`config.mk`:
```
export PLATFORM = sky130hd
export DESIGN_NAME = inv_mixcol_sequencer_flat
export DESIGN_NICKNAME = d
export VERILOG_FILES = /design/src/rtl/inv_mixcol_if.sv /design/src/rtl/inv_mixcol_sequencer.sv /design/src/flat_wrapper.sv
export SDC_FILE = /design/constraint.sdc
export NUM_CORES = 1
export LEC_CHECK = 0
export CAP_MARGIN = 30
export CORE_ASPECT_RATIO = 0.6
export CORE_MARGIN = 5
export CORE_UTILIZATION = 40
export CTS_BUF_LIST = sky130_fd_sc_hd__clkbuf_16
export CTS_CLUSTER_SIZE = 10
export DETAILED_ROUTE_END_ITERATION = 6
export GPL_TIMING_DRIVEN = 0
export PLACE_DENSITY_LB_ADDON = 0.08
export SLEW_MARGIN = 40
export SYNTH_ARGS = -nofsm -noshare
export SYNTH_HDL_FRONTEND = slang
export SYNTH_SLANG_ARGS = --single-unit
```
`constraint.sdc`:
```
create_clock -name clk -period 4.57 [get_ports clk]
set_input_delay 0.914 -clock clk [delete_from_list [all_inputs] [get_ports clk]]
set_output_delay 0.914 -clock clk [all_outputs]
set_load 0.03 [all_outputs]
```
`src/rtl/inv_mixcol_if.sv`:
```
// Handshake bundle between the decryption round datapath and the InvMixColumns sequencer.
// Upstream/downstream logic uses the master side; the sequencer uses the slave side.
interface inv_mixcol_if;
  logic         in_valid;
  logic         in_ready;
  logic [127:0] in_state;
  logic         in_bypass;
  logic         out_valid;
  logic         out_ready;
  logic [127:0] out_state;
  logic         busy;

  modport master (
    output in_valid, in_state, in_bypass, out_ready,
    input  in_ready, out_valid, out_state, busy
  );

  modport slave (
    input  in_valid, in_state, in_bypass, out_ready,
    output in_ready, out_valid, out_state, busy
  );
endinterface

```
`src/rtl/inv_mixcol_sequencer.sv`:
```
// Column-serial InvMixColumns controller: one shared 32-bit helper is time-multiplexed
// over the four state columns, with a per-block bypass for the final round.
module inv_mixcol_sequencer #(
  parameter int PIPE_HELPER = 0
) (
  input  logic          clk,
  input  logic          rst,
  inv_mixcol_if.slave   bus
);

  typedef enum logic [1:0] {IDLE = 2'd0, RUN = 2'd1, DONE = 2'd2} state_e;

  state_e        state_q, state_d;
  logic [1:0]    col_q, col_d;
  logic [127:0]  shadow_q, shadow_d;
  logic          bypass_q, bypass_d;
  logic [127:0]  out_state_q, out_state_d;
  logic          out_valid_q, out_valid_d;
  logic [31:0]   pipe_q, pipe_d;
  logic [1:0]    pcol_q, pcol_d;
  logic          pvld_q, pvld_d;

  logic          accept;
  logic [31:0]   helper_in, helper_out;
  logic          wr_en;
  logic [1:0]    wr_col;
  logic [31:0]   wr_data;
  logic          last_wr;

  function automatic logic [7:0] xt(input logic [7:0] b);
    return {b[6:0], 1'b0} ^ (b[7] ? 8'h1b : 8'h00);
  endfunction

  function automatic logic [7:0] m09(input logic [7:0] b);
    return xt(xt(xt(b))) ^ b;
  endfunction

  function automatic logic [7:0] m0b(input logic [7:0] b);
    return xt(xt(xt(b))) ^ xt(b) ^ b;
  endfunction

  function automatic logic [7:0] m0d(input logic [7:0] b);
    return xt(xt(xt(b))) ^ xt(xt(b)) ^ b;
  endfunction

  function automatic logic [7:0] m0e(input logic [7:0] b);
    return xt(xt(xt(b))) ^ xt(xt(b)) ^ xt(b);
  endfunction

  // Byte 0 of a column is its most significant byte (top row of the state matrix).
  function automatic logic [31:0] inv_mix(input logic [31:0] c);
    logic [7:0] a0, a1, a2, a3;
    a0 = c[31:24]; a1 = c[23:16]; a2 = c[15:8]; a3 = c[7:0];
    return {m0e(a0) ^ m0b(a1) ^ m0d(a2) ^ m09(a3),
            m09(a0) ^ m0e(a1) ^ m0b(a2) ^ m0d(a3),
            m0d(a0) ^ m09(a1) ^ m0e(a2) ^ m0b(a3),
            m0b(a0) ^ m0d(a1) ^ m09(a2) ^ m0e(a3)};
  endfunction

  function automatic logic [31:0] col_sel(input logic [127:0] s, input logic [1:0] k);
    case (k)
      2'd0:    return s[127:96];
      2'd1:    return s[95:64];
      2'd2:    return s[63:32];
      default: return s[31:0];
    endcase
  endfunction

  always_ff @(posedge clk) begin
    if (rst) begin
      state_q     <= IDLE;
      col_q       <= 2'd0;
      shadow_q    <= '0;
      bypass_q    <= 1'b0;
      out_state_q <= '0;
      out_valid_q <= 1'b0;
      pipe_q      <= '0;
      pcol_q      <= 2'd0;
      pvld_q      <= 1'b0;
    end else begin
      state_q     <= state_d;
      col_q       <= col_d;
      shadow_q    <= shadow_d;
      bypass_q    <= bypass_d;
      out_state_q <= out_state_d;
      out_valid_q <= out_valid_d;
      pipe_q      <= pipe_d;
      pcol_q      <= pcol_d;
      pvld_q      <= pvld_d;
    end
  end

  always_comb begin
    state_d = state_q;
    case (state_q)
      IDLE:    if (accept) state_d = bus.in_bypass ? DONE : RUN;
      RUN:     if (last_wr) state_d = DONE;
      DONE:    if (bus.out_ready) state_d = IDLE;
      default: state_d = IDLE;
    endcase
  end

  always_comb begin
    bus.in_ready  = (state_q == IDLE) & ~rst;
    bus.busy      = (state_q != IDLE);
    bus.out_valid = out_valid_q;
    bus.out_state = out_state_q;
    accept        = bus.in_valid & bus.in_ready;

    helper_in  = col_sel(shadow_q, col_q);
    helper_out = inv_mix(helper_in);

    // With the pipe register, writes trail the helper by one edge and carry their column tag.
    if (PIPE_HELPER != 0) begin
      wr_en   = pvld_q;
      wr_col  = pcol_q;
      wr_data = pipe_q;
    end else begin
      wr_en   = (state_q == RUN);
      wr_col  = col_q;
      wr_data = helper_out;
    end
    last_wr = wr_en & (wr_col == 2'd3);

    shadow_d = shadow_q;
    bypass_d = bypass_q;
    if (accept) begin
      shadow_d = bus.in_state;
      bypass_d = bus.in_bypass;
    end

    col_d = col_q;
    if (state_q == IDLE && accept)
      col_d = 2'd0;
    else if (state_q == RUN && col_q != 2'd3)
      col_d = col_q + 2'd1;

    pipe_d = helper_out;
    pcol_d = col_q;
    pvld_d = (state_q == RUN) & ~last_wr;

    out_state_d = out_state_q;
    if (wr_en) begin
      case (wr_col)
        2'd0:    out_state_d[127:96] = wr_data;
        2'd1:    out_state_d[95:64]  = wr_data;
        2'd2:    out_state_d[63:32]  = wr_data;
        default: out_state_d[31:0]   = wr_data;
      endcase
    end
    if (state_q == IDLE && accept && bus.in_bypass)
      out_state_d = bus.in_state;

    out_valid_d = (state_d == DONE);
  end

endmodule

```
`src/flat_wrapper.sv`:
```
// flat-port wrapper written by rule: the top's interface ports become plain ports
module inv_mixcol_sequencer_flat 
#(
  parameter int PIPE_HELPER = 0
)
  (clk, rst, bus_in_valid, bus_in_state, bus_in_bypass, bus_out_ready, bus_in_ready, bus_out_valid, bus_out_state, bus_busy);
  inv_mixcol_if bus_i ();
  input  logic clk;
  input  logic rst;
  input wire logic [$bits(bus_i.in_valid)-1:0] bus_in_valid;
  input wire logic [$bits(bus_i.in_state)-1:0] bus_in_state;
  input wire logic [$bits(bus_i.in_bypass)-1:0] bus_in_bypass;
  input wire logic [$bits(bus_i.out_ready)-1:0] bus_out_ready;
  output wire logic [$bits(bus_i.in_ready)-1:0] bus_in_ready;
  output wire logic [$bits(bus_i.out_valid)-1:0] bus_out_valid;
  output wire logic [$bits(bus_i.out_state)-1:0] bus_out_state;
  output wire logic [$bits(bus_i.busy)-1:0] bus_busy;
  assign bus_i.in_valid = bus_in_valid;
  assign bus_i.in_state = bus_in_state;
  assign bus_i.in_bypass = bus_in_bypass;
  assign bus_i.out_ready = bus_out_ready;
  assign bus_in_ready = bus_i.in_ready;
  assign bus_out_valid = bus_i.out_valid;
  assign bus_out_state = bus_i.out_state;
  assign bus_busy = bus_i.busy;
  inv_mixcol_sequencer #(.PIPE_HELPER(PIPE_HELPER)) u_core (.clk(clk), .rst(rst), .bus(bus_i));
endmodule
```
==> results.json <==
{
  "status": "finished, violations left",
  "violations": "negative setup slack",
  "start_kind": "flop",
  "vias": 15200,
  "skew_ps": 27.5,
  "syn_avg_cell_area_sq_um": 8.28,
  "die_h_microns": 155,
  "critPathKind": "flop to flop",
  "yosys-top-cells-count": "274 x nand2_1, 261 x dfxtp_1, 173 x o21ai_0",
  "ios": 264,
  "critical_path_buf_inv_count": 6,
  "gp_congestion": 1.03,
  "synthAdderAreaFrac_pct": 0.355,
  "synth_top_area_share_pct": 37.1,
  "cp.required_ps": 4990,
  "synthCells": 1702,
  "ys_seq_area_share_pct": 37.1,
  "io_buffers": 262,
  "maxSlewHeadroom_pct": 34.2,
  "drt_drc_violations_left": 0,
  "final_area_sq_mm": 0.0186,
  "dp.final_hpwl_microns": 60100,
  "synth_area_sq_mm": 0.0141,
  "hold_path.class": "flop to flop",
  "synth_area_leaders": "dfxtp_1 37%, xnor2_1 11%, nand2_1 7.3%",
  "synth-edff-count": 0,
  "clk_path_buf_depth": 3,
  "synthMostInstantiatedCell": "nand2_1",
  "ctsHoldBuffers": 0,
  "critPathSlowestCell": "o21ai_1",
  "period_share_pct": 100,
  "max_stage_delay_ps": 670,
  "wire_per_inst_microns": 30.8,
  "ys_ff_latch": 261,
  "worst_pin_slew_ps": 987,
  "p_sw_w": 0.00414,
  "final-max-slew-violation-count": 0,
  "synth_mux_area_share_pct": 1.94,
  "h-tree-depth": 1,
  "synth_top_family_by_area": "compound AO/OA/AOI/OAI gates",
  "wirelength_microns": 77300,
  "path_cells": "inv_1, ha_1, clkbuf_1, buf_2, buf_2, a222oi_1, clkbuf_2, xor2_1, o21ai_1, xnor3_1, buf_2, nand4_1, o221ai_1",
  "seq_power_share_pct": 27.6,
  "avgViaCountPerCell": 6.06,
  "grt_pass1_vias": 14000,
  "cts_buffers": 30,
  "worstSetupEndpointType": "flop",
  "hold_viol": 0,
  "placed_cell_area_sq_mm": 0.0175,
  "critPathMostFrequentCell": "buf_2",
  "drt_iter0_drc": 2589,
  "cts_tree": "yes",
  "crit_arrival_ps": 4990,
  "root_buffer": "clkbuf_16",
  "grt_max_degree": 15,
  "syn_to_final_growth_pct": 31.8,
  "r2r_slack_ps": -1,
  "antenna_left": 0,
  "p_total_w": 0.00949,
  "fin_ws_ps": -0.992,
  "hold_ws_ps": 475,
  "fmax_mhz": 219,
  "core_area_sq_mm": 0.0349,
  "maxCapViolCount": 0,
  "synthSimpleGateAreaFrac_pct": 18.1,
  "p_leak_nw": 6.61,
  "yosys.area_share.xor_xnor_pct": 18.4,
  "switching_share_pct": 43.6,
  "syn_nets": 1839,
  "power.clock.fraction_pct": 23.3,
  "drive_gt1_share_pct": 7.36,
  "rsz0062_at_grt": "false",
  "powerDensity_mw_per_mm2": 511,
  "ys_types": 53,
  "nets": 2173,
  "combPwrFrac_pct": 49.1,
  "grt_usage_pct": 37.3,
  "first_pass_iters": 7,
  "die_w_microns": 252,
  "internal_power_w": 0.00535,
  "post-place-ws_ps": -350,
  "fin_util_pct": 53.3,
  "grt_pass1_wl_microns": 105000,
  "async_flop_share_pct": 0,
  "fp-row-count": 53,
  "ir_drop_mv": 0.312,
  "dieArea_sq_mm": 0.0392,
  "synth_compound_area_share_pct": 19.2,
  "worstPathMaxFanout": 10,
  "yosys_warnings": 0,
  "clock-sinks": 261,
  "antenna_found_initial": 1,
  "clkTransAtPathRegs_ps": 60,
  "start_util_pct": 40.4,
  "setup_viol": 1,
  "overflow": 0,
  "fillers": 3322,
  "ys.flop_type": "dfxtp_1",
  "fin_crit_ps": 4570,
  "clock_latency_ps": 580,
  "crit_family": "buffers and inverters",
  "synth_area_leader_cell": "dfxtp_1"
}
## flip-flops by register name (all words and copies together) (netlist names)
| signal | cells |
|---|---|
| u_core.shadow_q | 128 |
| u_core.bus.out_state | 128 |
| u_core.col_q | 2 |
| u_core.bus.out_valid | 1 |
| u_core.state_q | 2 |
## worst paths after layout
| check | startpoint | end | depth (start not counted) |
|---|---|---|---|
| setup / recovery | u_core.col_q[0]$_SDFFE_PP0P_ | u_core.bus.out_state[60]$_SDFFE_PP0P_ | 13 |
| hold / removal | u_core.shadow_q[43]$_SDFFE_PP0P_ | u_core.shadow_q[43]$_SDFFE_PP0P_ | 2 |
| setup reg to reg | u_core.col_q[0]$_SDFFE_PP0P_ | u_core.bus.out_state[60]$_SDFFE_PP0P_ | 13 |
| hold reg to reg | u_core.shadow_q[43]$_SDFFE_PP0P_ | u_core.shadow_q[43]$_SDFFE_PP0P_ | 2 |
## power groups by stage
stage,Clock (W),Combinational (W),Sequential [W]
floorplan,0,0.00219,0.00282
global placement,0,0.00415,0.00265
detailed placement,0,0.00426,0.00266
CTS,0.00219,0.00435,0.00261
global route,0.00228,0.00471,0.00263
finish,0.00222,0.00466,0.00262
## stage by stage
stage | std cells | TNS, ps
2_1_floorplan | 1702 | 0
3_3_place_gp | 2431 | -52730
3_5_place_dp | 2459 | -7080
4_1_cts | 2497 | 0
5_1_grt | 2505 | 0
6_report | 2508 | -0.992
## layout by cell type, fill, tap and decap left out, types with 21 or more instances in the layout
cell	count
buf_2	34
mux2i_1	23
clkbuf_1	117
dfxtp_1	261
nand3_1	33
o22ai_1	31
clkbuf_2	21
nand2b_1	117
xnor2_1	157
xor2_1	68
nor2_1	69
nand2_1	274
a22oi_1	40
a21oi_1	41
a222oi_1	32
o21ai_0	170
clkbuf_16	31
clkdlybuf4s50_1	262
## worst reg2reg max path: stages, from the launching register on
cell	delay, ps
dfxtp_1	400
inv_1	90
ha_1	200
clkbuf_1	240
buf_2	320
buf_2	290
a222oi_1	530
clkbuf_2	410
xor2_1	120
o21ai_1	670
xnor3_1	660
buf_2	240
nand4_1	120
o221ai_1	130
## per-layer routing
metal	global-route usage (%)	routed length (microns)	vias to the layer above
met2	49.3	29000	1227
met4	9.87	2470	2
li1	-	-	6514
met5	0	13	-
met3	13.6	12300	159
met1	56.4	33500	7301
## kinds of logic after synthesis
group           Yosys count
simple gates            553
compound gates          417
xor+xnor                263
flops                   261
buf+inv                 177
mux                      27
fa+ha+maj                 4
## repair_timing
item	CTS	global route
setup endpoints to repair	77	79
endpoints found under the hold margin	0	0
pin swaps	3	3
buffers inserted	4	5
resized for setup	14	21
## area by class of cell
| class | count | area (sq um) | area share [%] |
|---|---|---|---|
| clock inverter | 3 | 38.8 | 0.209 |
| clock buffer | 31 | 776 | 4.17 |
| tap | 467 | 584 | 3.14 |
| buffer | 163 | 672 | 3.62 |
| timing repair buffer | 302 | 2860 | 15.4 |
| antenna | 3 | 7.51 | 0.0404 |
| inverter | 14 | 52.6 | 0.283 |
| multi-input combinational | 1264 | 8370 | 45.0 |
| sequential | 261 | 5230 | 28.1 |
Power figures use the tool's default switching activity.
